<file path="config.mk">
export PLATFORM = sky130hd
export DESIGN_NAME = ps2_kbd_io
export DESIGN_NICKNAME = d
export VERILOG_FILES = /design/src/rtl/ps2_pkg.sv /design/src/rtl/ps2_fifo.sv /design/src/rtl/ps2_kbd_io.sv
export SDC_FILE = /design/constraint.sdc
export NUM_CORES = 1
export LEC_CHECK = 0
export CAP_MARGIN = 15
export CORE_MARGIN = 4
export CORE_UTILIZATION = 49
export DETAILED_ROUTE_END_ITERATION = 8
export PLACE_DENSITY_LB_ADDON = 0.3
export SLEW_MARGIN = 5
export SYNTH_ARGS = -nofsm -noshare
export SYNTH_HDL_FRONTEND = slang
export SYNTH_SLANG_ARGS = --single-unit
export TNS_END_PERCENT = 20
</file>
<file path="constraint.sdc">
create_clock -name clk -period 3.1 [get_ports clk]
set_input_delay 0.465 -clock clk [delete_from_list [all_inputs] [get_ports clk]]
set_output_delay 0.465 -clock clk [all_outputs]
set_load 0.005 [all_outputs]
</file>
<file path="src/rtl/ps2_pkg.sv">
`default_nettype none
// ============================================================================
//  Module   : ps2_pkg
//  Purpose  : Shared definitions for the PS/2 keyboard I/O responder:
//             register offsets, status/control bit positions and the
//             receive state encoding.
//  Revision : 1.0  initial release
// ============================================================================
package ps2_pkg;

    // Register offsets as seen on m_addr[3:2]
    localparam logic [1:0] ADDR_DATA   = 2'd0;
    localparam logic [1:0] ADDR_STATUS = 2'd1;

    // Status / control bit positions
    localparam int ST_VALID  = 8;
    localparam int ST_OVF    = 9;
    localparam int ST_PERR   = 10;
    localparam int CTL_FLUSH = 0;

    // Receive frame state
    typedef enum logic [1:0] {
        RX_IDLE   = 2'd0,
        RX_SHIFT  = 2'd1,
        RX_PARITY = 2'd2,
        RX_STOP   = 2'd3
    } rx_state_t;

endpackage : ps2_pkg
`default_nettype wire

</file>
<file path="src/rtl/ps2_fifo.sv">
`default_nettype none
// ============================================================================
//  Module   : ps2_fifo
//  Purpose  : Synchronous circular scan-code FIFO with push, pop and flush.
//  Ports    : clk, clrn          - clock, asynchronous active-low reset
//             i_push / i_din     - write request and byte
//             i_pop              - read request (ignored when empty)
//             i_flush            - empty the FIFO; wins over push and pop
//             o_full / o_empty   - occupancy flags
//             o_count            - current occupancy (PTR_W+1 bits)
//             o_count_nxt        - occupancy after this clock edge
//             o_head             - byte at the read pointer
//  Revision : 1.0  initial release
// ============================================================================
module ps2_fifo #(
    parameter int FIFO_DEPTH = 8,
    parameter int PTR_W      = 3
) (
    input  logic             clk,
    input  logic             clrn,
    input  logic             i_push,
    input  logic [7:0]       i_din,
    input  logic             i_pop,
    input  logic             i_flush,
    output logic             o_full,
    output logic             o_empty,
    output logic [PTR_W:0]   o_count,
    output logic [PTR_W:0]   o_count_nxt,
    output logic [7:0]       o_head
);

    localparam logic [PTR_W:0] c_depth = FIFO_DEPTH[PTR_W:0];

    logic [7:0]       r_mem [FIFO_DEPTH];
    logic [PTR_W-1:0] r_rd_ptr;
    logic [PTR_W-1:0] r_wr_ptr;
    logic [PTR_W:0]   r_count;
    logic             w_do_push;
    logic             w_do_pop;

    assign o_full  = (r_count == c_depth);
    assign o_empty = (r_count == '0);
    assign o_count = r_count;
    assign o_head  = r_mem[r_rd_ptr];

    // A push into a full FIFO is accepted only when a pop frees the head
    // slot in the same cycle; the new byte lands in that slot.
    assign w_do_pop  = i_pop & ~o_empty & ~i_flush;
    assign w_do_push = i_push & (~o_full | w_do_pop) & ~i_flush;

    always_comb begin
        o_count_nxt = r_count;
        if (i_flush) begin
            o_count_nxt = '0;
        end else begin
            case ({w_do_push, w_do_pop})
                2'b10:   o_count_nxt = r_count + 1'b1;
                2'b01:   o_count_nxt = r_count - 1'b1;
                default: o_count_nxt = r_count;
            endcase
        end
    end

    always_ff @(posedge clk or negedge clrn) begin
        if (!clrn) begin
            r_rd_ptr <= '0;
            r_wr_ptr <= '0;
            r_count  <= '0;
        end else begin
            if (i_flush) begin
                r_rd_ptr <= '0;
                r_wr_ptr <= '0;
            end else begin
                if (w_do_push) r_wr_ptr <= r_wr_ptr + 1'b1;
                if (w_do_pop)  r_rd_ptr <= r_rd_ptr + 1'b1;
            end
            r_count <= o_count_nxt;
        end
    end

    // Storage needs no reset: the head byte is masked whenever empty.
    always_ff @(posedge clk) begin
        if (w_do_push) r_mem[r_wr_ptr] <= i_din;
    end

endmodule : ps2_fifo
`default_nettype wire

</file>
<file path="src/rtl/ps2_kbd_io.sv">
`default_nettype none
// ============================================================================
//  Module   : ps2_kbd_io
//  Purpose  : CPU I/O-space keyboard port. Receives PS/2 frames, queues
//             scan codes in a FIFO and answers CPU reads/writes.
//  Ports    : clk, clrn        - clock, asynchronous active-low reset
//             ps2_clk/ps2_data - raw keyboard lines (asynchronous)
//             io_rdn / io_wrn  - active-low one-cycle read / write strobes
//             addr             - m_addr[3:2]: 0 DATA, 1 STATUS, 2/3 reserved
//             d_in             - store data
//             d_out            - combinational read data
//             irq              - registered, high while FIFO non-empty
//  Revision : 1.0  initial release
// ============================================================================
module ps2_kbd_io
    import ps2_pkg::*;
#(
    parameter int FIFO_DEPTH  = 8,
    parameter int PTR_W       = 3,
    parameter int TIMEOUT_CYC = 50000
) (
    input  logic        clk,
    input  logic        clrn,
    input  logic        ps2_clk,
    input  logic        ps2_data,
    input  logic        io_rdn,
    input  logic        io_wrn,
    input  logic [1:0]  addr,
    input  logic [31:0] d_in,
    output logic [31:0] d_out,
    output logic        irq
);

    localparam int           c_to_w    = $clog2(TIMEOUT_CYC);
    localparam logic [c_to_w-1:0] c_to_last = c_to_w'(TIMEOUT_CYC - 1);

    logic [2:0]        r_sclk;
    logic [2:0]        r_sdat;
    rx_state_t         r_state;
    logic [2:0]        r_bitcnt;
    logic [7:0]        r_sreg;
    logic              r_par;
    logic [c_to_w-1:0] r_tocnt;
    logic              r_ovf;
    logic              r_perr;
    logic              r_irq;

    logic              w_fall;
    logic              w_bit;
    logic              w_stop_fall;
    logic              w_par_ok;
    logic              w_push;
    logic              w_perr_set;
    logic              w_pop;
    logic              w_flush;
    logic              w_ctl_wr;
    logic              w_drop;
    logic              w_full;
    logic              w_empty;
    logic              w_valid;
    logic [PTR_W:0]    w_count;
    logic [PTR_W:0]    w_count_nxt;
    logic [7:0]        w_head;
    logic              w_unused;

    // Only the flag-clear and flush bits of d_in are meaningful.
    assign w_unused = ^{d_in[31:11], d_in[8:1]};

    // Data is taken from the oldest synchroniser stage so it reflects the
    // line level from before the clock edge that produced the fall.
    assign w_fall      = r_sclk[2] & ~r_sclk[1];
    assign w_bit       = r_sdat[2];
    assign w_stop_fall = w_fall & (r_state == RX_STOP);
    assign w_par_ok    = ^{r_sreg, r_par};
    assign w_push      = w_stop_fall & w_bit & w_par_ok;
    assign w_perr_set  = w_stop_fall & ~w_par_ok;

    assign w_valid  = ~w_empty;
    assign w_pop    = ~io_rdn & (addr == ADDR_DATA) & w_valid;
    assign w_ctl_wr = ~io_wrn & (addr == ADDR_STATUS);
    assign w_flush  = w_ctl_wr & d_in[CTL_FLUSH];
    assign w_drop   = w_push & w_full & ~w_pop & ~w_flush;

    // ---------------------------------------------------------------------
    // Synchronisers, receive FSM and abort timer
    // ---------------------------------------------------------------------
    always_ff @(posedge clk or negedge clrn) begin
        if (!clrn) begin
            r_sclk   <= 3'b111;
            r_sdat   <= 3'b111;
            r_state  <= RX_IDLE;
            r_bitcnt <= '0;
            r_sreg   <= '0;
            r_par    <= 1'b0;
            r_tocnt  <= '0;
        end else begin
            r_sclk <= {r_sclk[1:0], ps2_clk};
            r_sdat <= {r_sdat[1:0], ps2_data};

            if ((r_state == RX_IDLE) || w_fall) r_tocnt <= '0;
            else                               r_tocnt <= r_tocnt + 1'b1;

            if (w_fall) begin
                case (r_state)
                    RX_IDLE: begin
                        if (!w_bit) begin
                            r_state  <= RX_SHIFT;
                            r_bitcnt <= '0;
                        end
                    end
                    RX_SHIFT: begin
                        r_sreg   <= {w_bit, r_sreg[7:1]};
                        r_bitcnt <= r_bitcnt + 3'd1;
                        if (r_bitcnt == 3'd7) r_state <= RX_PARITY;
                    end
                    RX_PARITY: begin
                        r_par   <= w_bit;
                        r_state <= RX_STOP;
                    end
                    default: r_state <= RX_IDLE;
                endcase
            end else if ((r_state != RX_IDLE) && (r_tocnt == c_to_last)) begin
                // Keyboard stalled mid-frame: drop the partial frame.
                r_state <= RX_IDLE;
            end
        end
    end

    // ---------------------------------------------------------------------
    // Scan-code FIFO
    // ---------------------------------------------------------------------
    ps2_fifo #(
        .FIFO_DEPTH (FIFO_DEPTH),
        .PTR_W      (PTR_W)
    ) u_fifo (
        .clk         (clk),
        .clrn        (clrn),
        .i_push      (w_push),
        .i_din       (r_sreg),
        .i_pop       (w_pop),
        .i_flush     (w_flush),
        .o_full      (w_full),
        .o_empty     (w_empty),
        .o_count     (w_count),
        .o_count_nxt (w_count_nxt),
        .o_head      (w_head)
    );

    // ---------------------------------------------------------------------
    // Sticky flags and interrupt; a same-cycle set beats a clear
    // ---------------------------------------------------------------------
    always_ff @(posedge clk or negedge clrn) begin
        if (!clrn) begin
            r_ovf  <= 1'b0;
            r_perr <= 1'b0;
            r_irq  <= 1'b0;
        end else begin
            r_ovf  <= w_drop     | (r_ovf  & ~(w_ctl_wr & d_in[ST_OVF]));
            r_perr <= w_perr_set | (r_perr & ~(w_ctl_wr & d_in[ST_PERR]));
            r_irq  <= (w_count_nxt != '0);
        end
    end

    assign irq = r_irq;

    // ---------------------------------------------------------------------
    // Combinational read mux
    // ---------------------------------------------------------------------
    always_comb begin
        d_out = '0;
        if (!io_rdn) begin
            case (addr)
                ADDR_DATA: begin
                    d_out[ST_VALID] = w_valid;
                    d_out[7:0]      = w_valid ? w_head : 8'h00;
                end
                ADDR_STATUS: begin
                    d_out[ST_PERR]  = r_perr;
                    d_out[ST_OVF]   = r_ovf;
                    d_out[ST_VALID] = w_valid;
                    d_out[7:0]      = 8'(w_count);
                end
                default: d_out = '0;
            endcase
        end
    end

endmodule : ps2_kbd_io
`default_nettype wire

</file>
# Word-level counts from Yosys, hierarchy flattened
# Memories as Yosys holds them, arrays and structs flattened.
# Cells that the tools add are included.
# classes
bitwise	33
eq_ne	12
n_addsub	6
muxes	20
n_reduce_logical	16
# ops
operator	count
$and 1x1->1	20
$pmux 9 s2	1
$add 16x1->16 const B	1
$eq 16x16->1 const B	1
$mux 16	1
$mux 3	5
$mux 11	1
$mux 2	5
$not 1->1	10
$reduce_bool 2->1	5
$add 3x1->3 const B	3
$reduce_xor 9->1	1
$mux 8	1
$pmux 4 s2	1
$eq 2x1->1 const B	3
$eq 2x2->1 const B	3
$ne 3x3->1 const B	2
$pmux 2 s3	1
$pmux 3 s2	1
$reduce_and 3->1	2
$add 4x1->4 const B	1
$eq 4x4->1 const B	1
$logic_not 2->1	2
$logic_not 4->1	1
10 further kinds	14
# totals
ram_bits	64
out_inout_bits	33
reg_bits	49
n_memories	1
elab_cells	101
# mem_list
name	depth	width	read_ports	rd_clocked_by_memory_dff	write_ports	line	rtl
u_fifo.r_mem	8	8	1	0	1	ps2_fifo.sv:34	logic [7:0] r_mem [FIFO_DEPTH];

# Depth between registers and ports, before layout
# Gate-level depths: netlist of the first run.
# logic_depth
depth_word	12
ltp_mapped	13

# Hierarchy
# Synthesis of the first run repeated with hierarchy kept, for this count alone.
# unflattened
cells_unflattened	360
hier_area_um2	5131.2
# by_module_without_submodules
mod	area_per_inst_um2	cells_each	seq_area_each_um2	instances
ps2_fifo	3064.2	163	2172.1	1
ps2_kbd_io	2067.0	197	983.4	1

# Least setup slack after synthesis of the first run
# Ideal clock, no wire load.
# synth_timing
path_kind	register to register
from	register r_sreg[0]
to	register r_irq (netlist: irq)
synth_period_minus_slack_ns	2.919
path_stages_with_launch	13
arrival_time_ns	2.778
n_path_buf	0
path_slack_ns	0.181
cell_sequence	dfrtp_1 -> xnor3_1 -> a311o_1 -> mux2i_4 -> nand2_1 -> ha_1 -> xor2_1 -> ha_1 -> a21oi_1 -> xor2_1 -> nor2_1 -> xnor2_1 -> a41oi_1
# synth_via
elab_chain_cells	8
word_cells_on_any_way	9
# synth_lines
item	line	rtl
from (decl)	ps2_kbd_io.sv:41	logic [7:0] r_sreg;
from (signal assigned)	ps2_kbd_io.sv:112	r_sreg <= {w_bit, r_sreg[7:1]};
$reduce_xor 9->1 (*)	ps2_kbd_io.sv:74	assign w_par_ok = ^{r_sreg, r_par};
$and 1x1->1 (*)	ps2_kbd_io.sv:75	assign w_push = w_stop_fall & w_bit & w_par_ok;
$and 1x1->1 (*) (2 in a row)	ps2_fifo.sv:49	assign w_do_push = i_push & (~o_full | w_do_pop) & ~i_flush;
$eq 2x1->1 or $eq 2x2->1 (tied branches)	ps2_fifo.sv:56	case ({w_do_push, w_do_pop})
$pmux 4 s2 (*)	ps2_fifo.sv:56	
$mux 4 (*)	ps2_fifo.sv:53	if (i_flush) begin
$reduce_bool 4->1 (*)	ps2_kbd_io.sv:160	r_irq <= (w_count_nxt != '0);
to (signal assigned)	ps2_kbd_io.sv:160	
to (decl)	ps2_kbd_io.sv:46	logic r_irq;
# Mark *: on every way between the ends. The rest lies on a longest branch, timed or not.
# A chain may end at the register's enable or synchronous reset.

# Worst setup path in the final report of the first run
# layout_timing
from	register u_fifo.r_rd_ptr[0]
to	output port d_out[1]
# layout_via
elab_chain_cells	4
# layout_lines
item	line	rtl
from (decl)	ps2_fifo.sv:35	logic [PTR_W-1:0] r_rd_ptr;
from (signal assigned)	ps2_fifo.sv:75	if (w_do_pop) r_rd_ptr <= r_rd_ptr + 1'b1;
$mem_v2 8x8	n/a	
$mux 8	ps2_kbd_io.sv:175	d_out[7:0] = w_valid ? w_head : 8'h00;
$pmux 9 s2	ps2_kbd_io.sv:172	case (addr)
$mux 11	ps2_kbd_io.sv:171	if (!io_rdn) begin
to (decl)	ps2_kbd_io.sv:30	output logic [31:0] d_out,
# No other way between the ends.

==> impl.org, run 1 <==
** Status
- The flow ran to the end, and the final reports show no timing, DRC or antenna violations.

** Yosys
- In the synthesized netlist the async set-or-reset flop fraction comes to 43.4%.
- Syn. warnings :: 0
- Post-Synthesis Mean Instance Area :: roughly 14 um2
- FF+latch count, synth :: about 110
- Top FF cell, synth :: sky130_fd_sc_hd__edfxtp_1
- In the synthesized netlist, the cells that appear most often are 64 x sky130_fd_sc_hd__edfxtp_1, 43 x sky130_fd_sc_hd__dfrtp_1, 43 x sky130_fd_sc_hd__nor2_1, 27 x sky130_fd_sc_hd__nand2_1, 21 x sky130_fd_sc_hd__buf_4.
- After synthesis, the largest area contributor takes up ~37% of total cell area.
- Library cells used by synthesis :: between 40 and 50
- Sequential share of the synthesized area :: 61.2%
- Summed over all instances, the cell type with the most area after synthesis is sky130_fd_sc_hd__edfxtp_1.
- The synthesized netlist occupies a cell area of 5160 um2.
- Counting flops with a built-in enable in the synthesized netlist gives 64.
- Area contributors post-synth :: sky130_fd_sc_hd__edfxtp_1 37%, sky130_fd_sc_hd__dfrtp_1 21%, sky130_fd_sc_hd__mux4_2 7.0%
- Cells after Synth :: 377
- In the post-synthesis netlist, the cell with the most instances is sky130_fd_sc_hd__edfxtp_1.

** Setup path
- Type of destination of the critical path :: output pin
- For the worst flop-to-flop path, the logic depth is 12.
- STA classifies the critical path startpoint as a flop.
- Endpoint required time on the critical path :: 2.63 ns
- Capture instance of the worst register-to-register path :: irq
- In this run the register-to-register setup slack is 0.15 ns.
- Peak per-stage delay on the critical path :: ~0.51 ns
- Of all nets on the critical path, the largest fanout is 5.
- The setup path with the least slack is of type reg2out.
- The worst register-to-register path begins at r_sreg[2].
- Arrival time at the worst endpoint :: between 2 and 3 ns
- Cell family with most CP delay :: multiplexers
- Buffers and inverters on the worst path :: 2
- Cell-by-cell trace of the critical path :: buf_8, mux4_2, mux2_2, a22oi_2, nor2_1, clkdlybuf4s50_1
- Among all stages on the critical path, the largest delay is contributed by sky130_fd_sc_hd__mux4_2.

** Global routing
- Wire length of the first global-routing pass :: 15800 um
- Pin count of the biggest net entering global routing :: 50
- The number of global-route vias before repair was between 3000 and 4000.
- Antenna violations before repair :: 0
- Global routing finished with a remaining overflow of 0.
- Combined global-route utilization of all metal layers :: between 15 and 20%

** Clock network
- For this design, the sink count on the clock tree is 113.
- The clock passes through at most 2 buffers.
- The tree is rooted in a sky130_fd_sc_hd__clkbuf_8.
- CTS Buf Count :: 17
- CTS tree :: yes
- The clock reaches the later pin of the worst-skew pair after 0.51 ns.
- Clock-pin slew was measured on the worst setup and hold paths at 0.06 ns.
- The H-tree was split into 4 levels.

** Routing
- In this run the remaining antenna-violating nets after routing total 0.
- Before antenna repair, the detailed router went through 4 iterations.
- Dividing the detail-routed wire length by the instance count gives 16.9 um.
- In the routed layout, each cell is associated on average with a via count of 5.32.
- WL final :: 9940 um
- Across all layers, the routed design uses 3121 vias.
- Starting DRT DRC Count :: 163
- DRC Markers :: 0

** Final layout
- Filler Cells Inserted :: just under 800
- Post-layout nets :: 490
- Once layout is complete, the utilization of the core stands at 61.7%.
- Number of diodes added for antenna fixing :: 0
- Fraction of final layout cells sized beyond drive strength 1 :: roughly 25%
- Compared with the post-synthesis result, the final layout area differs by 22.9%.

** STA
- The worst path needs 3.02 ns of the cycle, external delays included.
- Slew Limit Fails :: 0
- Worst slew margin relative to its limit :: 61.8%
- Of the available clock period, the critical path in the final layout requires 97.4%.
- Setup violations remaining at the end of the flow were counted as 0.
- Hold is met by 0.356 ns.
- Setup clock skew after layout :: approximately 0.0085 ns
- Setup repair after global routing missed its margin :: true
- Timing would allow up to 331 MHz.
- Worst-margin pin slew :: roughly 0.57 ns
- The final number of hold-violating endpoints is 0.

** Pwr
- Across the VDD grid, the largest voltage drop is 0.454 mV.
- For this design the static power due to leakage is 2.51 nW.
- Power spread over the standard cell area amounts to 814 nW/um2.

** Die
- Initial cell density of the core :: approximately half
- Y dimension of the die :: 111 um
- Area inside the core boundary :: about 10000 um2
- The floorplan step defined a die boundary enclosing 12200 um2.
- Number of core rows :: 37
- Horizontal die dimension :: 111 um
- Ports placed on the boundary :: 73

** Place
- Routability-driven placement finished with a final weighted congestion of just over 0.8.
- The HPWL after detailed placement is ~6200 um.
- Port buffering added 22 buffers.

** Worst hold path
- In this run the worst hold path is classified as in2async.

** Flow run
- Number of max-cap violations :: 0
[layer usage]
layer / up-vias / routed length, um / GRT usage (%)
met5: - / 0 / 0
met4: 0 / 184 / 7.80
met3: 13 / 383 / 4.88
met2: 73 / 5370 / 28.3
met1: 1576 / 4000 / 19.8
li1: 1459 / - / -
[layout make-up]
cell class / instances / area, um2 / share of cell area (%)
inverter: 7 / 26.3 / 0.414
multi-input combinational: 242 / 1850 / 29.2
tap: 136 / 170 / 2.68
sequential: 113 / 3160 / 49.8
clock inverter: 15 / 205 / 3.24
timing repair buffer: 57 / 515 / 8.13
clock buffer: 17 / 414 / 6.53
[sequential cells by signal, indices dropped and copies added, names as in the netlist]
name             count
u_fifo.r_mem        64
r_tocnt             16
r_sreg               8
u_fifo.o_count       4
r_bitcnt             3
r_sclk               3
r_sdat               3
u_fifo.r_rd_ptr      3
u_fifo.r_wr_ptr      3
r_state              2
irq                  1
r_ovf                1
r_par                1
r_perr               1
[placed cells by master (no fill, tap or decap), types with 4 or more instances in the layout]
cell type and instances:
sky130_fd_sc_hd__nand3_1 11, sky130_fd_sc_hd__mux2i_1 9, sky130_fd_sc_hd__clkdlybuf4s50_1 20, sky130_fd_sc_hd__nand2_1 27
sky130_fd_sc_hd__edfxtp_1 64, sky130_fd_sc_hd__or3_1 5, sky130_fd_sc_hd__o21ai_0 10, sky130_fd_sc_hd__nor3_1 6
sky130_fd_sc_hd__xor2_1 12, sky130_fd_sc_hd__a21oi_1 8, sky130_fd_sc_hd__buf_4 31, sky130_fd_sc_hd__conb_1 21
sky130_fd_sc_hd__dfrtp_1 43, sky130_fd_sc_hd__inv_6 4, sky130_fd_sc_hd__dfstp_2 6, sky130_fd_sc_hd__clkbuf_16 16
sky130_fd_sc_hd__bufinv_16 4, sky130_fd_sc_hd__mux2_2 12, sky130_fd_sc_hd__xnor2_1 9, sky130_fd_sc_hd__mux4_2 16
sky130_fd_sc_hd__inv_1 7, sky130_fd_sc_hd__ha_1 12, sky130_fd_sc_hd__nor2_1 43
[repair_timing]
| item | 4_1_cts | 5_1_grt |
|---|---|---|
| hold buffers | 0 | 1 |
| endpoints found under the hold margin | 0 | 5 |
| setup endpoints to repair | 1 | 4 |
| setup buffers | 0 | 2 |
| pin swaps | 0 | 0 |
| gates resized for setup | 1 | 10 |
[where the power goes]
group | internal [W] | switching [W] | total, W
Clock | 0.00131 | 0.000702 | 0.00201
Combinational | 0.000653 | 0.000589 | 0.00124
Sequential | 0.00176 | 0.000144 | 0.00190
[worst max path at each step]
stage,from,cells past startpoint,endpoint
floorplan,r_sreg[0],12,irq
global placement,addr[0],13,irq
detailed placement,addr[0],13,irq
CTS,u_fifo.r_rd_ptr[0],6,d_out[1]
global route,u_fifo.r_rd_ptr[0],6,d_out[1]
finish,u_fifo.r_rd_ptr[0],6,d_out[1]
[kinds of logic after synthesis]
| group | after synthesis | synth area share, % |
|---|---|---|
| simple gates | 116 | 10.8 |
| flops | 113 | 61.2 |
| buf+inv | 42 | 4.73 |
| mux | 39 | 12.0 |
| compound gates | 31 | 3.83 |
| xor+xnor | 23 | 4.44 |
| fa+ha+maj | 12 | 2.91 |
| other cells | 1 | 0.0727 |
[metrics by stage]
stage / cells / setup TNS (ns) / setup slack, ns / area [um2] / power [W]
floorplan: 397 / 0 / 0.181 / 5230 / 0.00275
global placement: 551 / -0.120 / -0.109 / 5630 / 0.00305
detailed placement: 551 / -0.235 / -0.162 / 5630 / 0.00308
CTS: 583 / 0 / 0.00853 / 6260 / 0.00512
global route: 587 / -0.0339 / -0.0186 / 6340 / 0.00540
finish: 587 / 0 / 0.0816 / 6340 / 0.00516
Power figures use the tool's default switching activity.
==> inputs of run 2 (changes only) <==
--- a/config.mk
+++ b/config.mk
@@ -5,11 +5,14 @@
 export SDC_FILE = /design/constraint.sdc
 export NUM_CORES = 1
 export LEC_CHECK = 0
+export ABC_AREA = 1
 export CAP_MARGIN = 15
 export CORE_MARGIN = 4
-export CORE_UTILIZATION = 49
+export CORE_UTILIZATION = 50
+export CTS_CLUSTER_SIZE = 16
 export DETAILED_ROUTE_END_ITERATION = 8
 export PLACE_DENSITY_LB_ADDON = 0.3
+export SETUP_SLACK_MARGIN = 0.4
 export SLEW_MARGIN = 5
 export SYNTH_ARGS = -nofsm -noshare
 export SYNTH_HDL_FRONTEND = slang
==> impl.org, run 2 <==
** Final layout
- From synthesis to final layout, the design area changed by 24.8%.
- The net count of the finished layout is 646.
- Fraction of final layout cells sized beyond drive strength 1 :: 19.6%
- Number of diodes added for antenna fixing :: 0
- The register with the most flip-flops in the layout has 64 of them.
- Regs by FF count :: u_fifo.r_mem: 64 flops, r_tocnt: 16 flops, r_sreg: 8 flops
- u_fifo.r_mem holds more flip-flops than any other register.
- Leaving out fill and tap cells, the most frequent cells in the layout are 74 x sky130_fd_sc_hd__nor2_1, 70 x sky130_fd_sc_hd__nand2_1, 64 x sky130_fd_sc_hd__edfxtp_1.
- Commonest non-fill, non-tap cell in the layout :: sky130_fd_sc_hd__nor2_1

** Global routing
- Global routing consumed, over all layers together, 19.8% of the routing resources.
- Entering global routing, the biggest net connects 50 pins.
- Wire length of the first global-routing pass :: approximately 19000 um
- The number of antenna violations at the first check in global routing is 0.
- Via count of the first global-routing pass :: 3934
- For this run the aggregate overflow at the end of global routing stands at 0.

** Yosys
- Number of flops mapped to enable cells by yosys :: 64
- Fraction of synthesized cell area in xor and xnor cells :: approximately 1.5%
- For this run, asynchronously set or reset flops after synthesis account for 43.4%.
- A synthesized cell averages just over 10 um2.
- Summing the areas of all fa, ha and maj instances in the mapped netlist gives 2.82% of the synthesized area.
- Yosys mapped the design onto 39 distinct sky130hd cell types.
- Netlist area before placement :: 5330 um2
- Synth Area in Simple Gates :: 17.5%
- Mux cell area share after synthesis :: 0.188%
- The synthesized netlist devotes about 11% of its cell area to compound gates.
- Top FF cell, synth :: sky130_fd_sc_hd__edfxtp_1
- By area, the combinational part of the netlist is dominated by simple AND/OR/NAND/NOR gates.
- Yosys top cell by area :: sky130_fd_sc_hd__edfxtp_1
- Counting every instance in the synthesized netlist gives 524.
- Ranked by instance count, the synthesized netlist is headed by 75 x sky130_fd_sc_hd__nor2_1, 71 x sky130_fd_sc_hd__nand2_1, 64 x sky130_fd_sc_hd__edfxtp_1, 57 x sky130_fd_sc_hd__o21ai_0, 50 x sky130_fd_sc_hd__inv_1.
- By area the synthesized netlist is led by sky130_fd_sc_hd__edfxtp_1 36%, sky130_fd_sc_hd__dfrtp_1 20%, sky130_fd_sc_hd__o21ai_0 5.4%.
- Most frequent cell after synthesis :: sky130_fd_sc_hd__nor2_1
- For this run, the number of Yosys warnings is 0.
- FF+latch count, synth :: 113
- Area share of the largest cell type after synthesis :: a little over a third
- For this run, the register share of the synthesized area comes to 59.2%.

** Worst hold path
- The min-delay analysis places its worst path in the category reg2reg.

** STA
- The count of pins over their slew limit came to 0.
- Worst slew margin relative to its limit :: roughly two thirds
- The clock period could shrink to 2.86 ns.
- Setup violations remaining at the end of the flow were counted as 0.
- For the final database, setup skew stands at 0.0110 ns.
- Of the available clock period, the critical path in the final layout requires 92.4%.
- Setup TNS :: 0 ns
- Setup repair after global routing missed its margin :: true
- Hold timing on the final database bottoms out at a slack of 0.354 ns.
- Maximum achievable frequency :: between 300 and 400 MHz
- At the pin with the least slew margin, the transition time is 0.488 ns.
- Final hold vios :: 0

** Die
- Area inside the core boundary :: 10400 um2
- Y dimension of the die :: 111 um
- The initial utilization of the core area, before any placement, comes to about half.
- Horizontal die dimension :: 111 um
- Row generation in the floorplan step produced 37 rows.
- Total die area :: roughly 12000 um2
- Ports placed on the boundary :: 73

** Clock network
- CTS tree :: yes
- Clk_lat worst skew :: roughly 0.5 ns
- The longest clock path from root to sink contains 2 buffers.
- Clock tree synthesis found a total of 113 sinks.
- Clock transition at the register clock pins on the worst setup and hold paths after CTS :: ~0.060 ns
- H-tree level count :: 4
- The tree is rooted in a sky130_fd_sc_hd__clkbuf_8.
- CTS Buf Count :: 17

** Place
- Port buffering added 22 buffers.
- At the end of routability-driven placement, the weighted congestion stood at between 0.8 and 0.9.
- Detailed placer's ending HPWL :: 7130 um

** Setup path
- Most used cell, CP :: sky130_fd_sc_hd__buf_12
- Element type at the critical path start :: flop
- Cell-by-cell trace of the critical path :: buf_12, buf_12, o21ai_0, o221ai_1, nand3_1, a21oi_1, clkdlybuf4s50_1
- In this design, the stage delay of the slowest critical-path cell is slightly above 0.5 ns.
- Setup slack of the most critical reg-to-reg path :: 0.49 ns
- CP max FO :: 17
- CP max-delay cell :: sky130_fd_sc_hd__clkdlybuf4s50_1
- Type of destination of the critical path :: output pin
- By startpoint and endpoint, the worst setup path is classified as reg2out.
- STA puts the critical path data required time at approximately 2.6 ns.
- Arrival time at the worst endpoint :: 2.40 ns

** Routing
- Per-cell via count in the routed design :: 5.28
- Starting DRT DRC Count :: 375
- Total vias in the final route :: between 3000 and 4000
- WL final :: 12000 um
- In the final routed layout, each cell accounts on average for around 16 um.
- DRC Markers :: 0
- Once detail routing completed, the nets flagged for antenna violations numbered 0.
- Initial DRT Pass Iterations :: 5

** Pwr
- Dividing total power by cell area gives a power density of between 800 and 900 nW/um2.
- In this run the static leakage power is 2.76 nW.
- VDD sags by at most 0.560 mV.

** Flow run
- The tool flagged a number of max-cap violations equal to 0.

** Status
- Status :: finished, final reports clean
-- run 2: cell count changes after synthesis, moves of 5 or more --
cell	delta
sky130_fd_sc_hd__inv_1	+43
sky130_fd_sc_hd__a21oi_1	+8
sky130_fd_sc_hd__mux2_2	-13
sky130_fd_sc_hd__mux4_2	-16
sky130_fd_sc_hd__o221ai_1	+7
sky130_fd_sc_hd__or3_1	-5
sky130_fd_sc_hd__nor2_1	+32
sky130_fd_sc_hd__o21ai_0	+47
sky130_fd_sc_hd__nand3_1	+8
sky130_fd_sc_hd__mux2i_1	-8
sky130_fd_sc_hd__o22ai_1	+5
sky130_fd_sc_hd__nand2_1	+44
sky130_fd_sc_hd__xnor2_1	-8
-- run 2: power by group --
group / switching (W) / total (W) / internal (W)
clock network: 0.000710 / 0.00202 / 0.00131
registers: 0.000213 / 0.00208 / 0.00187
logic: 0.00103 / 0.00174 / 0.000710
-- run 2: cell type report --
cell class / count / area (um2)
fillers: 791 / 3720
flip-flops and latches: 113 / 3170
multi-input cells: 345 / 1860
repair buffers: 63 / 618
clock buffers: 17 / 414
inverters: 54 / 211
clock inverters: 15 / 205
well taps: 136 / 170
-- run 2: cells by family (layout without fill, tap and decap cells) --
| kind of cell | count (synthesis) | in the layout |
|---|---|---|
| flops | 113 | 113 |
| mux | 1 | 1 |
| xor+xnor | 9 | 9 |
| other cells | 1 | 21 |
| compound gates | 102 | 102 |
| buf+inv | 86 | 149 |
| fa+ha+maj | 12 | 12 |
| simple gates | 200 | 200 |
-- run 2: worst paths after layout --
kind,endpoint,startpoint,cells past startpoint
max,d_out[1],u_fifo.r_rd_ptr[0],7
min,r_sdat[1],r_sdat[0],0
max reg2reg,irq,r_sreg[3],20
min reg2reg,r_sdat[1],r_sdat[0],0
max in group asynchronous,r_sdat[0],clrn,3
min in group asynchronous,r_tocnt[7],clrn,2
-- run 2: layer usage --
layer | share of wire, % | track usage [%]
met1 | 42 | 23.3
met2 | 52 | 34.1
met3 | 4.6 | 5.29
met4 | 2.1 | 8.19
met5 | 0 | 0
-- run 2: timing repair --
| action | in CTS | in global routing |
|---|---|---|
| setup buffers | 6 | 13 |
| cloned | 1 | 0 |
| hold buffers | 0 | 1 |
| setup endpoints to repair | 10 | 12 |
| resized for setup | 16 | 12 |
| pin swaps | 3 | 1 |
| hold endpoints to repair | 0 | 10 |
-- run 2: critical path: cells and delay by family (launching register included) --
family	cells	cell delay, ns
DFF	1	0.43
AOI/OAI and AO/OA	3	0.56
buffers and inverters	3	0.76
and+or+nand+nor	1	0.14
-- run 2: per-stage QoR --
stage	area, um2	power (W)	setup slack, ns	cells	utilization (%)
after floorplan	5400	0.00308	0.631	544	-
after global placement	5730	0.00342	0.230	689	55.2
after detailed placement	5730	0.00348	0.132	689	55.2
after CTS	6480	0.00570	0.258	728	62.5
after global routing	6650	0.00616	0.0943	743	64.1
final	6650	0.00584	0.235	743	64.1
